[src/rtl/decode_stage.sv]
// RV32I decode stage: combinational decode into a main output register backed by one skid entry.
// Define DECODE_RV32M_EN to accept the RV32M multiply/divide encodings (ALU opcode, func7 0000001).
module decode_stage #(
    parameter int XLEN = 32
) (
    input  logic            clk,
    input  logic            reset_n,
    input  logic            in_valid,
    output logic            in_ready,
    input  logic [XLEN-1:0] in_pc,
    input  logic [31:0]     in_instr,
    input  logic            flush,
    output logic            out_valid,
    input  logic            out_ready,
    output logic [XLEN-1:0] out_pc,
    output logic [6:0]      out_opcode,
    output logic [2:0]      out_func3,
    output logic [6:0]      out_func7,
    output logic [4:0]      out_rs1,
    output logic [4:0]      out_rs2,
    output logic [4:0]      out_rd,
    output logic [XLEN-1:0] out_imm,
    output logic            out_rs1_used,
    output logic            out_rs2_used,
    output logic            out_rd_we,
    output logic            out_illegal
);

    localparam logic [6:0] OP_LUI    = 7'b0110111;
    localparam logic [6:0] OP_AUIPC  = 7'b0010111;
    localparam logic [6:0] OP_JAL    = 7'b1101111;
    localparam logic [6:0] OP_JALR   = 7'b1100111;
    localparam logic [6:0] OP_LOAD   = 7'b0000011;
    localparam logic [6:0] OP_STORE  = 7'b0100011;
    localparam logic [6:0] OP_BRANCH = 7'b1100011;
    localparam logic [6:0] OP_ALUI   = 7'b0010011;
    localparam logic [6:0] OP_ALU    = 7'b0110011;

    localparam logic [6:0] F7_BASE   = 7'b0000000;
    localparam logic [6:0] F7_ALT    = 7'b0100000;
`ifdef DECODE_RV32M_EN
    localparam logic [6:0] F7_MULDIV = 7'b0000001;
`endif

    typedef enum logic [2:0] {
        FMT_NONE,
        FMT_I,
        FMT_SHAMT,
        FMT_S,
        FMT_B,
        FMT_U,
        FMT_J
    } imm_fmt_e;

    typedef struct packed {
        logic [XLEN-1:0] pc;
        logic [6:0]      opcode;
        logic [2:0]      func3;
        logic [6:0]      func7;
        logic [4:0]      rs1;
        logic [4:0]      rs2;
        logic [4:0]      rd;
        logic [XLEN-1:0] imm;
        logic            rs1_used;
        logic            rs2_used;
        logic            rd_we;
        logic            illegal;
    } entry_t;

    function automatic logic [XLEN-1:0] sext32(input logic [31:0] v);
        logic [XLEN-1:0] r;
        r       = {XLEN{v[31]}};
        r[31:0] = v;
        return r;
    endfunction

    logic [6:0]  opc;
    logic [2:0]  f3;
    logic [6:0]  f7;
    logic        use_rs1;
    logic        use_rs2;
    logic        writes_rd;
    logic        legal;
    imm_fmt_e    fmt;
    logic [31:0] imm32;
    entry_t      dec;

    // NOTE: every signal written in an always_comb gets a default at the top of the block;
    // a path that leaves one unassigned would infer a latch.
    always_comb begin
        opc       = in_instr[6:0];
        f3        = in_instr[14:12];
        f7        = in_instr[31:25];
        use_rs1   = 1'b0;
        use_rs2   = 1'b0;
        writes_rd = 1'b0;
        legal     = 1'b1;
        fmt       = FMT_NONE;

        case (opc)
            OP_LUI, OP_AUIPC: begin
                writes_rd = 1'b1;
                fmt       = FMT_U;
            end
            OP_JAL: begin
                writes_rd = 1'b1;
                fmt       = FMT_J;
            end
            OP_JALR: begin
                use_rs1   = 1'b1;
                writes_rd = 1'b1;
                fmt       = FMT_I;
                legal     = (f3 == 3'b000);
            end
            OP_LOAD: begin
                use_rs1   = 1'b1;
                writes_rd = 1'b1;
                fmt       = FMT_I;
            end
            OP_STORE: begin
                use_rs1 = 1'b1;
                use_rs2 = 1'b1;
                fmt     = FMT_S;
            end
            OP_BRANCH: begin
                use_rs1 = 1'b1;
                use_rs2 = 1'b1;
                fmt     = FMT_B;
            end
            OP_ALUI: begin
                use_rs1   = 1'b1;
                writes_rd = 1'b1;
                fmt       = FMT_I;
                if (f3 == 3'b001) begin
                    fmt   = FMT_SHAMT;
                    legal = (f7 == F7_BASE);
                end else if (f3 == 3'b101) begin
                    fmt   = FMT_SHAMT;
                    legal = (f7 == F7_BASE) || (f7 == F7_ALT);
                end
            end
            OP_ALU: begin
                use_rs1   = 1'b1;
                use_rs2   = 1'b1;
                writes_rd = 1'b1;
                case (f7)
                    F7_BASE:   legal = 1'b1;
                    F7_ALT:    legal = (f3 == 3'b000) || (f3 == 3'b101);
`ifdef DECODE_RV32M_EN
                    F7_MULDIV: legal = 1'b1;
`endif
                    default:   legal = 1'b0;
                endcase
            end
            default: legal = 1'b0;
        endcase

        case (fmt)
            FMT_I:     imm32 = {{20{in_instr[31]}}, in_instr[31:20]};
            FMT_SHAMT: imm32 = {27'd0, in_instr[24:20]};
            FMT_S:     imm32 = {{20{in_instr[31]}}, in_instr[31:25], in_instr[11:7]};
            FMT_B:     imm32 = {{19{in_instr[31]}}, in_instr[31], in_instr[7],
                                in_instr[30:25], in_instr[11:8], 1'b0};
            FMT_U:     imm32 = {in_instr[31:12], 12'd0};
            FMT_J:     imm32 = {{11{in_instr[31]}}, in_instr[31], in_instr[19:12],
                                in_instr[20], in_instr[30:21], 1'b0};
            default:   imm32 = 32'd0;
        endcase

        // Illegal entries still flow downstream, but with no operands, writeback or immediate.
        dec         = '0;
        dec.pc      = in_pc;
        dec.opcode  = opc;
        dec.func3   = f3;
        dec.func7   = f7;
        dec.illegal = !legal;
        if (legal) begin
            dec.rs1_used = use_rs1;
            dec.rs2_used = use_rs2;
            dec.rd_we    = writes_rd && (in_instr[11:7] != 5'd0);
            dec.rs1      = use_rs1 ? in_instr[19:15] : 5'd0;
            dec.rs2      = use_rs2 ? in_instr[24:20] : 5'd0;
            dec.rd       = dec.rd_we ? in_instr[11:7] : 5'd0;
            dec.imm      = sext32(imm32);
        end
    end

    entry_t main_q, main_d;
    entry_t skid_q, skid_d;
    logic   main_valid_q, main_valid_d;
    logic   skid_valid_q, skid_valid_d;
    logic   accept;
    logic   drain;

    assign in_ready = !skid_valid_q;

    // An accept only happens with the skid empty, so a drain either promotes the skid
    // entry or frees main for the incoming instruction -- never both.
    always_comb begin
        accept       = in_valid && in_ready;
        drain        = main_valid_q && out_ready;
        main_d       = main_q;
        skid_d       = skid_q;
        main_valid_d = main_valid_q;
        skid_valid_d = skid_valid_q;

        if (flush) begin
            main_valid_d = 1'b0;
            skid_valid_d = 1'b0;
        end else begin
            if (drain) begin
                main_valid_d = skid_valid_q;
                skid_valid_d = 1'b0;
                if (skid_valid_q) begin
                    main_d = skid_q;
                end
            end
            if (accept) begin
                if (!main_valid_d) begin
                    main_d       = dec;
                    main_valid_d = 1'b1;
                end else begin
                    skid_d       = dec;
                    skid_valid_d = 1'b1;
                end
            end
        end
    end

    // NOTE: state registers use non-blocking assignments so every flop samples the
    // pre-edge value of its _d input regardless of process ordering.
    // NOTE: the data registers are reset as well as the valid bits, because every
    // output must read zero straight out of reset, not just out_valid.
    always_ff @(posedge clk or negedge reset_n) begin
        if (!reset_n) begin
            main_q       <= '0;
            skid_q       <= '0;
            main_valid_q <= 1'b0;
            skid_valid_q <= 1'b0;
        end else begin
            main_q       <= main_d;
            skid_q       <= skid_d;
            main_valid_q <= main_valid_d;
            skid_valid_q <= skid_valid_d;
        end
    end

    assign out_valid    = main_valid_q;
    assign out_pc       = main_q.pc;
    assign out_opcode   = main_q.opcode;
    assign out_func3    = main_q.func3;
    assign out_func7    = main_q.func7;
    assign out_rs1      = main_q.rs1;
    assign out_rs2      = main_q.rs2;
    assign out_rd       = main_q.rd;
    assign out_imm      = main_q.imm;
    assign out_rs1_used = main_q.rs1_used;
    assign out_rs2_used = main_q.rs2_used;
    assign out_rd_we    = main_q.rd_we;
    assign out_illegal  = main_q.illegal;

endmodule

[config.mk]
export PLATFORM = sky130hd
export DESIGN_NAME = decode_stage
export DESIGN_NICKNAME = d
export VERILOG_FILES = /design/src/rtl/decode_stage.sv
export SDC_FILE = /design/constraint.sdc
export NUM_CORES = 1
export LEC_CHECK = 0
export ABC_AREA = 1
export BUFFER_PORTS_ARGS = -buffer_cell sky130_fd_sc_hd__clkbuf_2
export CORE_MARGIN = 5
export CORE_UTILIZATION = 57
export DETAILED_ROUTE_END_ITERATION = 8
export PLACE_DENSITY = 0.81
export SLEW_MARGIN = 20
export SYNTH_ARGS = -nofsm -noshare
export SYNTH_HDL_FRONTEND = slang
export SYNTH_SLANG_ARGS = --single-unit
[constraint.sdc]
create_clock -name clk -period 2.4 [get_ports clk]
set_input_delay 0.24 -clock clk [delete_from_list [all_inputs] [get_ports clk]]
set_output_delay 0.24 -clock clk [all_outputs]
set_load 0.02 [all_outputs]
# Word level (Yosys, flattened, before mapping)
# Cells that the tools add are included.
word_totals:
  in_bits: 69
  reg_bits: 202
  latch_bits: 0
  mem_bits_ro: 0
  out_inout_bits: 102
  n_memories: 0
  ramBits: 0
  wordCells: 89
op_classes:
  n_mux: 27
  n_div: 0
  reduce_logical: 17
  n_addsub: 0
  bitwise: 1
  shift: 0
  magnitude_cmp: 0
  n_mul: 0
  n_eq_ne: 18
op_table:
  columns: ["operator", "n"]
  rows:
  - ["$mux 100", 4]
  - ["$pmux 32 s6", 1]
  - ["$mux 50", 1]
  - ["$eq 7x6->1 const B", 4]
  - ["$eq 7x7->1 const B", 3]
  - ["$pmux 3 s6", 1]
  - ["$mux 5", 3]
  - ["$eq 7x5->1 const B", 2]
  - ["$mux 1", 13]
  - ["$eq 3x3->1 const B", 4]
  - ["$reduce_or 6->1", 2]
  - ["$eq 7x2->1 const B", 1]
  - ["$logic_not 7->1", 1]
  - ["$reduce_or 7->1", 1]
  - ["$eq 3x1->1 const B", 2]
  - ["$eq 3x2->1 const B", 2]
  - ["$reduce_bool 5->1", 1]
  - ["$mux 2", 2]
  - ["$pmux 1 s4", 1]
  - ["$reduce_or 2->1", 2]
  - ["$logic_and 1x1->1", 3]
  - ["$logic_not 3->1", 1]
  - ["$reduce_and 3->1", 1]
  - ["$reduce_or 3->1", 1]
  - ["other kinds (4)", 6]

# Depth between registers and ports, before layout
# Gate-level depths: netlist (run 1).
depth:
  ltp_word: 9
  ltp_mapped: 13

# Least setup slack after synthesis (run 1)
# OpenSTA, ideal clock, no wires.
synth_timing:
  path_kind: "register to register"
  start: "register main_valid_q (netlist: out_valid)"
  end: "register skid_q[70] in the netlist's numbering"
  n_path_buf: 3
  setup_time_ns: 0.116
  synth_period_minus_slack_ns: 1.959
  required_time_ns: 2.284
  t_arrival_ns: 1.843
  setup_slack_ns: 0.441
  path_stages_with_launch: 13
  cell_sequence: "dfrtp_1 > nand2_1 > nor2_4 > inv_2 > nand2_2 > inv_2 > nor3_4 > inv_2 > buf_2 > buf_6 > buf_2 > nand2_1 > nand2_1"
synth_via:
  elab_chain_len: 4
synth_rtl:
  columns: ["element", "line", "source"]
  rows:
  - ["start, declared", "190", "logic main_valid_q, main_valid_d;"]
  - ["start signal, assigned", "243", "main_valid_q <= main_valid_d;"]
  - ["$logic_and 1x1->1", "201", "drain = main_valid_q && out_ready;"]
  - ["$mux 1 (*)", "211", "if (drain) begin"]
  - ["$mux 1 (*)", "207", "if (flush) begin"]
  - ["$reduce_and 3->1 (no line) (*)", null, null]
  - ["end signal, assigned", "242", "skid_q <= skid_d;"]
  - ["end, declared", "189", "entry_t skid_q, skid_d;"]
# Mark *: on every way between the ends. The rest lies on a longest branch, timed or not. The select of a mux whose other input is x is not followed.
# A chain may end at the register's enable or synchronous reset.

# Worst setup path in the final report (run 1)
layout_timing:
  start: "input in_instr[1]"
  end: "register skid_q[49] in the netlist's numbering"
layout_via:
  elab_chain_len: 5
  word_cells_on_any_way: 15
  classes_between: "eq/ne: 9; mux: 4; reduce/logical: 2"
layout_rtl:
  columns: ["element", "line", "source"]
  rows:
  - ["start, declared", "11", "input logic [31:0] in_instr,"]
  - ["$eq 7x6->1 (tied with other cells)", "100", "case (opc)"]
  - ["$reduce_or 6->1 (no line)", null, null]
  - ["$mux 1", "100", null]
  - ["$mux 5", "181", "dec.rs1 = use_rs1 ? in_instr[19:15] : 5'd0;"]
  - ["$mux 50 (*)", "177", "if (legal) begin"]
# Mark *: on every way between the ends. The rest lies on a longest branch, timed or not.

==> results of run 1 <==
==> critical path, cell delays in order <==
cell,delay [ns]
dlygate4sd3_1,0.53
clkbuf_2,0.12
nand2_1,0.10
nor2_1,0.22
nand2_1,0.29
nand3_1,0.18
nor2_1,0.05
nand3_1,0.16
buf_12,0.26
nand2_1,0.14
o21ai_0,0.19
==> cells in the mapped netlist, drive strengths merged <==
master and number:
a21oi 12, a22oi 40, a31o 12, a32oi 9
buf 23, clkbuf 65, clkinv 1, dfrtp 202
inv 149, nand2 638, nand3 83, nand4 2
nor2 37, nor3 3, o211ai 1, o21ai 89
o22ai 45
==> through the flow <==
stage                     std cells  power [mW]  worst slack, ns  hold slack [ns]  util (%)
after CTS                      1822        10.1            0.365          0.00661      69.6
after floorplan                1411        5.88            0.441          -0.0556         -
after detailed placement       1750        6.78            0.389            0.298      63.8
final                          1822        10.1            0.321           0.0201      69.6
after global placement         1750        6.70            0.470            0.302      63.8
after global routing           1822        10.6           0.0698           0.0197      69.6
==> path summary, 6_finish.rpt <==
| path | start | end | slack, ns | depth (start not counted) |
|---|---|---|---|---|
| setup / recovery | in_instr[1] | skid_q[49] | 0.32 | 11 |
| hold / removal | flush | out_valid | 0.02 | 2 |
| setup reg to reg | out_valid | skid_q[73] | 0.48 | 10 |
| hold reg to reg | skid_q[58] | skid_q[58] | 0.47 | 2 |
| max in group asynchronous | reset_n | out_pc[1] | 1.34 | 3 |
| min in group asynchronous | reset_n | out_pc[9] | 0.32 | 2 |
==> power by group <==
| group | total (mW) | switching, mW | internal, mW |
|---|---|---|---|
| sequential | 4.41 | 0.394 | 4.02 |
| clock | 3.26 | 1.31 | 1.95 |
| combinational | 2.39 | 1.55 | 0.839 |
==> flip-flops by register name, summed over array words and instances, names as in the netlist, 5 cells and up <==
| signal | flops |
|---|---|
| skid_q | 100 |
| out_func7 | 7 |
| out_pc | 32 |
| out_imm | 32 |
| out_rs2 | 5 |
| out_rd | 5 |
| out_opcode | 7 |
| out_rs1 | 5 |
==> layer usage <==
layer,global-route usage [%],vias to the layer above,part of all wire (%)
li1,-,4798,-
met1,38.1,4722,41
met2,47.2,450,47
met3,4.46,77,8.4
met4,9.72,0,3.5
met5,0,-,0
==> area by class of cell <==
cell class                 count  share of cell area [%]
timing repair buffer         233                    12.3
tap                          229                    2.31
clock buffer                  32                    4.89
inverter                     150                    4.55
clock inverter                 5                   0.605
sequential                   202                    40.7
multi-input combinational    971                    34.6
==> cells in the final DEF, fill, tap and decap left out <==
cell type      count
a21oi_1           12
a22oi_1           40
a31o_2            12
a32oi_1            9
buf_12             9
buf_4             19
bufinv_16          2
clkbuf_1           7
clkbuf_16         21
clkbuf_2         169
clkbuf_8           5
clkinv_2           3
dfrtp_1          202
dlygate4sd3_1     35
inv_1            144
inv_2              5
inv_4              1
nand2_1          637
nand2_2            1
nand3_1           83
nand4_1            2
nor2_1            35
nor2_4             2
nor3_1             2
nor3_4             1
o211ai_1           1
o21ai_0           74
o21ai_1           14
o21ai_4            1
o22ai_1           45
==> kinds of logic after synthesis <==
family,synth area share [%]
AND/OR/NAND/NOR,29.2
buffers and inverters,9.07
AO/OA/AOI/OAI,12.5
flip-flops,49.2
==> metrics, run 1 <==
multi-input logic area roughly 0.0043 mm2; final hold viol count 0; DRT iter0 DRCs 948; Vias/cell 5.51; Critical Path AT approximately 2.5 ns; fin crit share roughly 87%; GRT Total Usage between 20 and 30%; drt pass-1 iters 6; DIE AREA slightly above 0.02 mm2; Port-buffer cells 170; core area about 0.018 mm2; Starting Density between 50% and 60%; Mean Syn Cell Area between 7 and 8 um2; Worst-path clk slew around 0.060 ns; grt ovf 0; library cells used by synthesis 25; largest net degree at the start of global routing 100; CTS tree built; layout net count about 1600; Startpoint Class input port; Hold WC Path Type in2reg; pwr dens just over 800 mW/mm2; Synthesized Nets 1480; Seq. cell area 0.00505 mm2; Slew HR between 50 and 60%; # DRC 0; antenna cells 0; IO Pins approximately 170; post-detail-place hpwl about 19000 um; Resize count post-CTS 0; WL final approximately 30000 um; CTS root buffer clkbuf_16; clk buf depth 3; initial antenna violation count 0; Max Slew Vio Count 0; Final setup viols 0; Ys Warns 0; DR WL/cell between 15 and 20 um; TritonCTS buffer count 21; CTS H-tree depth 1; clock sinks a little over 200; fill cell count between 1000 and 1500; DR vias 10047; post-route design area roughly 0.012 mm2; clk_lat worst skew about 0.5 ns; Final min period between 2 and 2.5 ns; Die Height approximately 140 um; CP endpoint kind flop; Post-Syn Area between 0.01 and 0.015 mm2; Worst VDD drop between 0.6 and 0.7 mV; critical path required time approximately 2.8 ns; RSZ-0062 raised after global routing no; placed cell areas about 0.011 mm2; P_leak between 6 and 7 nW; Post-CTS Hold Fix Bufs 35; die width roughly 140 um; worst slew pin tran 0.684 ns; status complete, no violations; share of post-route cells with drive strength above 1 between 10% and 20%; Worst Path Max Fanout 50; Area Overhead vs Synth 21.0%; max cap viols 0; clk_skew roughly 0.016 ns; sequential fraction of the synthesis area 49.2%; Synth Register Bits 202; GP Congestion 0.968; Post-CTS Setup Bufs 0; synth top area cells dfrtp_1, nand2_1, inv_1, nand3_1, o21ai_0; Yosys top cell area share 49.2%; # rows between 40 and 50; FMAX 481 MHz; cell count after synthesis 1411; Final ANT Viol Nets 0; global-route wire length before repair just under 50000 um; number of global-route vias before repair about 9700; Sum Neg Setup Slack 0 ns; cell taking the most area after synthesis dfrtp_1; Setup Crit Path Kind in2reg
No activity file was read; power rests on OpenSTA's default activity.
==> run 2, diff against run 1 <==
--- a/config.mk
+++ b/config.mk
@@ -5,12 +5,12 @@
 export SDC_FILE = /design/constraint.sdc
 export NUM_CORES = 1
 export LEC_CHECK = 0
-export ABC_AREA = 1
+export ABC_AREA = 0
 export BUFFER_PORTS_ARGS = -buffer_cell sky130_fd_sc_hd__clkbuf_2
 export CORE_MARGIN = 5
-export CORE_UTILIZATION = 57
+export CORE_UTILIZATION = 55
 export DETAILED_ROUTE_END_ITERATION = 8
-export PLACE_DENSITY = 0.81
+export PLACE_DENSITY = 0.79
 export SLEW_MARGIN = 20
 export SYNTH_ARGS = -nofsm -noshare
 export SYNTH_HDL_FRONTEND = slang
==> run 2 against run 1 <==
Against the previous run:
- global-route usage decreased by 1.2 points
- combinational power fell by 30%
- clock skew increased by 0.0021 ns
- utilization shrank 0.080 points
- first-iteration DRC count shrank 38%
- flip-flop and latch count did not move
- setup slack lost 0.11 ns
==> metrics, run 2 <==
status complete, no violations; sequential fraction of the synthesis area 57.4% (+8.1 points); antenna cells 0 (unchanged); Post-Place Setup Slack 0.127 ns (-0.263 ns); clk_skew 0.0183 ns (+0.00208 ns); Hold WC Path Type in2reg; DR vias 7677 (-24%); TritonCTS buffer count 21 (unchanged); commonest cells after routing, fill and taps aside nand2_1, dfrtp_1, clkbuf_2; global-route wire length before repair 40700 um (-15%); CTS root buffer clkbuf_16; final hold viol count 0 (unchanged); Synth Flop Type dfrtp_1; Yosys top cell area share 57.4% (+8.1 points); initial antenna violation count 0 (unchanged); cell taking the most area after synthesis dfrtp_1; Synth Register Bits 202 (unchanged); Finished Core Util 69.5% (-0.080 points); RSZ-0062 raised after global routing no; Sum Neg Setup Slack 0 ns (unchanged); Critical Path AT 2.52 ns (+0.03 ns); Post-Syn Area 0.00881 mm2 (-14%); library cells used by synthesis 51 (+100%); clk buf depth 3 (unchanged); clk_lat worst skew 0.50 ns (about the same); cell count after synthesis 878 (-38%); final setup margin 0.213 ns (-0.107 ns); Final ANT Viol Nets 0 (unchanged); clock sinks 202 (unchanged); Ys Warns 0 (unchanged); Worst VDD drop 0.588 mV (-8.0%); reg2reg setup slack 0.21 ns (-0.27 ns); WL final 25100 um (-15%); critical path required time 2.73 ns (-0.08 ns); worst hold slack 0.0188 ns (-0.00127 ns); Synth top cells by count nand2_1, dfrtp_1, o22a_1, clkbuf_1, o22ai_1; Design Power 9.01 mW (-10%); share of synthesized registers carrying an async set or reset 100% (unchanged); Starting Density 55.7% (-1.9 points); IO Pins 171 (unchanged); Worst-path clk slew 0.06 ns (about the same); most common cell after layout, fill and taps aside nand2_1; EDFF count, synth 0 (unchanged); max cap viols 0 (unchanged); layout net count 1141 (-31%); worst slew pin tran 0.667 ns (-0.0163 ns); Slew HR 55.3% (+0.92 points); Startpoint Class flop; # rows 46 (-6.1%); DIE AREA 0.0186 mm2 (-10%); synth top area cells dfrtp_1, nand2_1, o22a_1, a22oi_1, o22ai_1; Top reg by flops skid_q; Post-CTS Setup Bufs 0 (unchanged); Final setup viols 0 (unchanged); most common cell in the netlist nand2_1; CTS H-tree depth 1 (unchanged); FMAX 457 MHz (-4.9%); Setup Crit Path Kind reg2reg; Die Height 137 um (-5.3%); grt ovf 0 (unchanged); # DRC 0 (unchanged); GRT Total Usage 27.1% (-1.2 points); Port-buffer cells 170 (unchanged); Mean Syn Cell Area 10.0 um2 (+38%); worst hold path depth 3 (+1); DR WL/cell 19.3 um (+19%); CTS tree built; Worst Path Max Fanout 9 (-82%); CP endpoint kind flop; core area 0.0158 mm2 (-11%); Area Overhead vs Synth 24.9%; largest net degree at the start of global routing 92 (-8.0%); Synthesized Nets 947 (-36%); number of global-route vias before repair 7766 (-20%); fill cell count 1202 (-16%); die width 137 um (-5.3%); pwr dens 819 mW/mm2 (+1.0%); GP Congestion 0.914 (-5.6%); drt pass-1 iters 6 (unchanged); DRT iter0 DRCs 589 (-38%); Final min period 2.19 ns (+0.107 ns); Vias/cell 5.91 (+7.1%); fin crit share 91.1% (+4.5 points); Max Slew Vio Count 0 (unchanged); P_leak 5.05 nW (-27%); r2r worst-path depth 6 (-4); max reg flops 100 (unchanged); share of post-route cells with drive strength above 1 24.4% (+8.7 points); post-detail-place hpwl 16600 um (-10%)
## run 2: final cells by class
cell class	instances	area, um2	area share, %
Clock inverter	8	96.3	0.876
Multi-Input combinational cell	602	3490	31.7
Timing Repair Buffer	239	1510	13.7
Clock buffer	27	558	5.07
Tap cell	216	270	2.46
Inverter	6	22.5	0.205
Sequential cell	202	5050	45.9
## run 2: logic make-up after synthesis
group                  after synthesis  synth area share [%]
AND/OR/NAND/NOR                    299                  14.0
AO/OA/AOI/OAI                      302                  25.1
flip-flops                         202                  57.4
buffers and inverters               74                  3.37
multiplexers                         1                 0.128
## run 2: per-stage QoR
stage	instance area, um2	std cells
after global placement	10000	1232
after floorplan	8810	878
after CTS	11000	1300
after global routing	11000	1300
final	11000	1300
after detailed placement	10000	1232
## run 2: worst paths after layout
check / from / end
worst max-delay path: skid_valid_q / out_imm[27]
min in group asynchronous: reset_n / out_imm[11]
worst max register to register: skid_valid_q / out_imm[27]
worst min-delay path: in_instr[17] / out_rs1[2]
max in group asynchronous: reset_n / skid_q[75]
worst min register to register: skid_q[73] / skid_q[73]
## run 2: repair_timing
item / in CTS / in global routing
hold endpoints to repair: 82 / 0
gates resized for setup: 0 / 0
hold buffers: 33 / 0
## run 2: per-layer routing
metal	track usage, %	share of wire (%)	vias up
met5	0	0	-
met4	7.00	2.2	0
met3	5.66	7.6	50
met2	45.0	49	308
met1	36.7	41	3774
li1	-	-	3545
## run 2: worst max-delay path: stages, from the launching register on
cell      delay [ns]
dfrtp_1         0.42
inv_1           0.12
nand2_1         0.18
a211oi_4        0.37
nand2_1         0.24
nor2_1          0.58
a211oi_1        0.11
## run 2: where the power goes
part           internal, mW  leakage [nW]  switching [mW]
Clock                  1.85         0.320            1.30
Sequential             3.88          2.54           0.288
Combinational         0.655          2.19            1.02
Total                  6.39          5.05            2.61
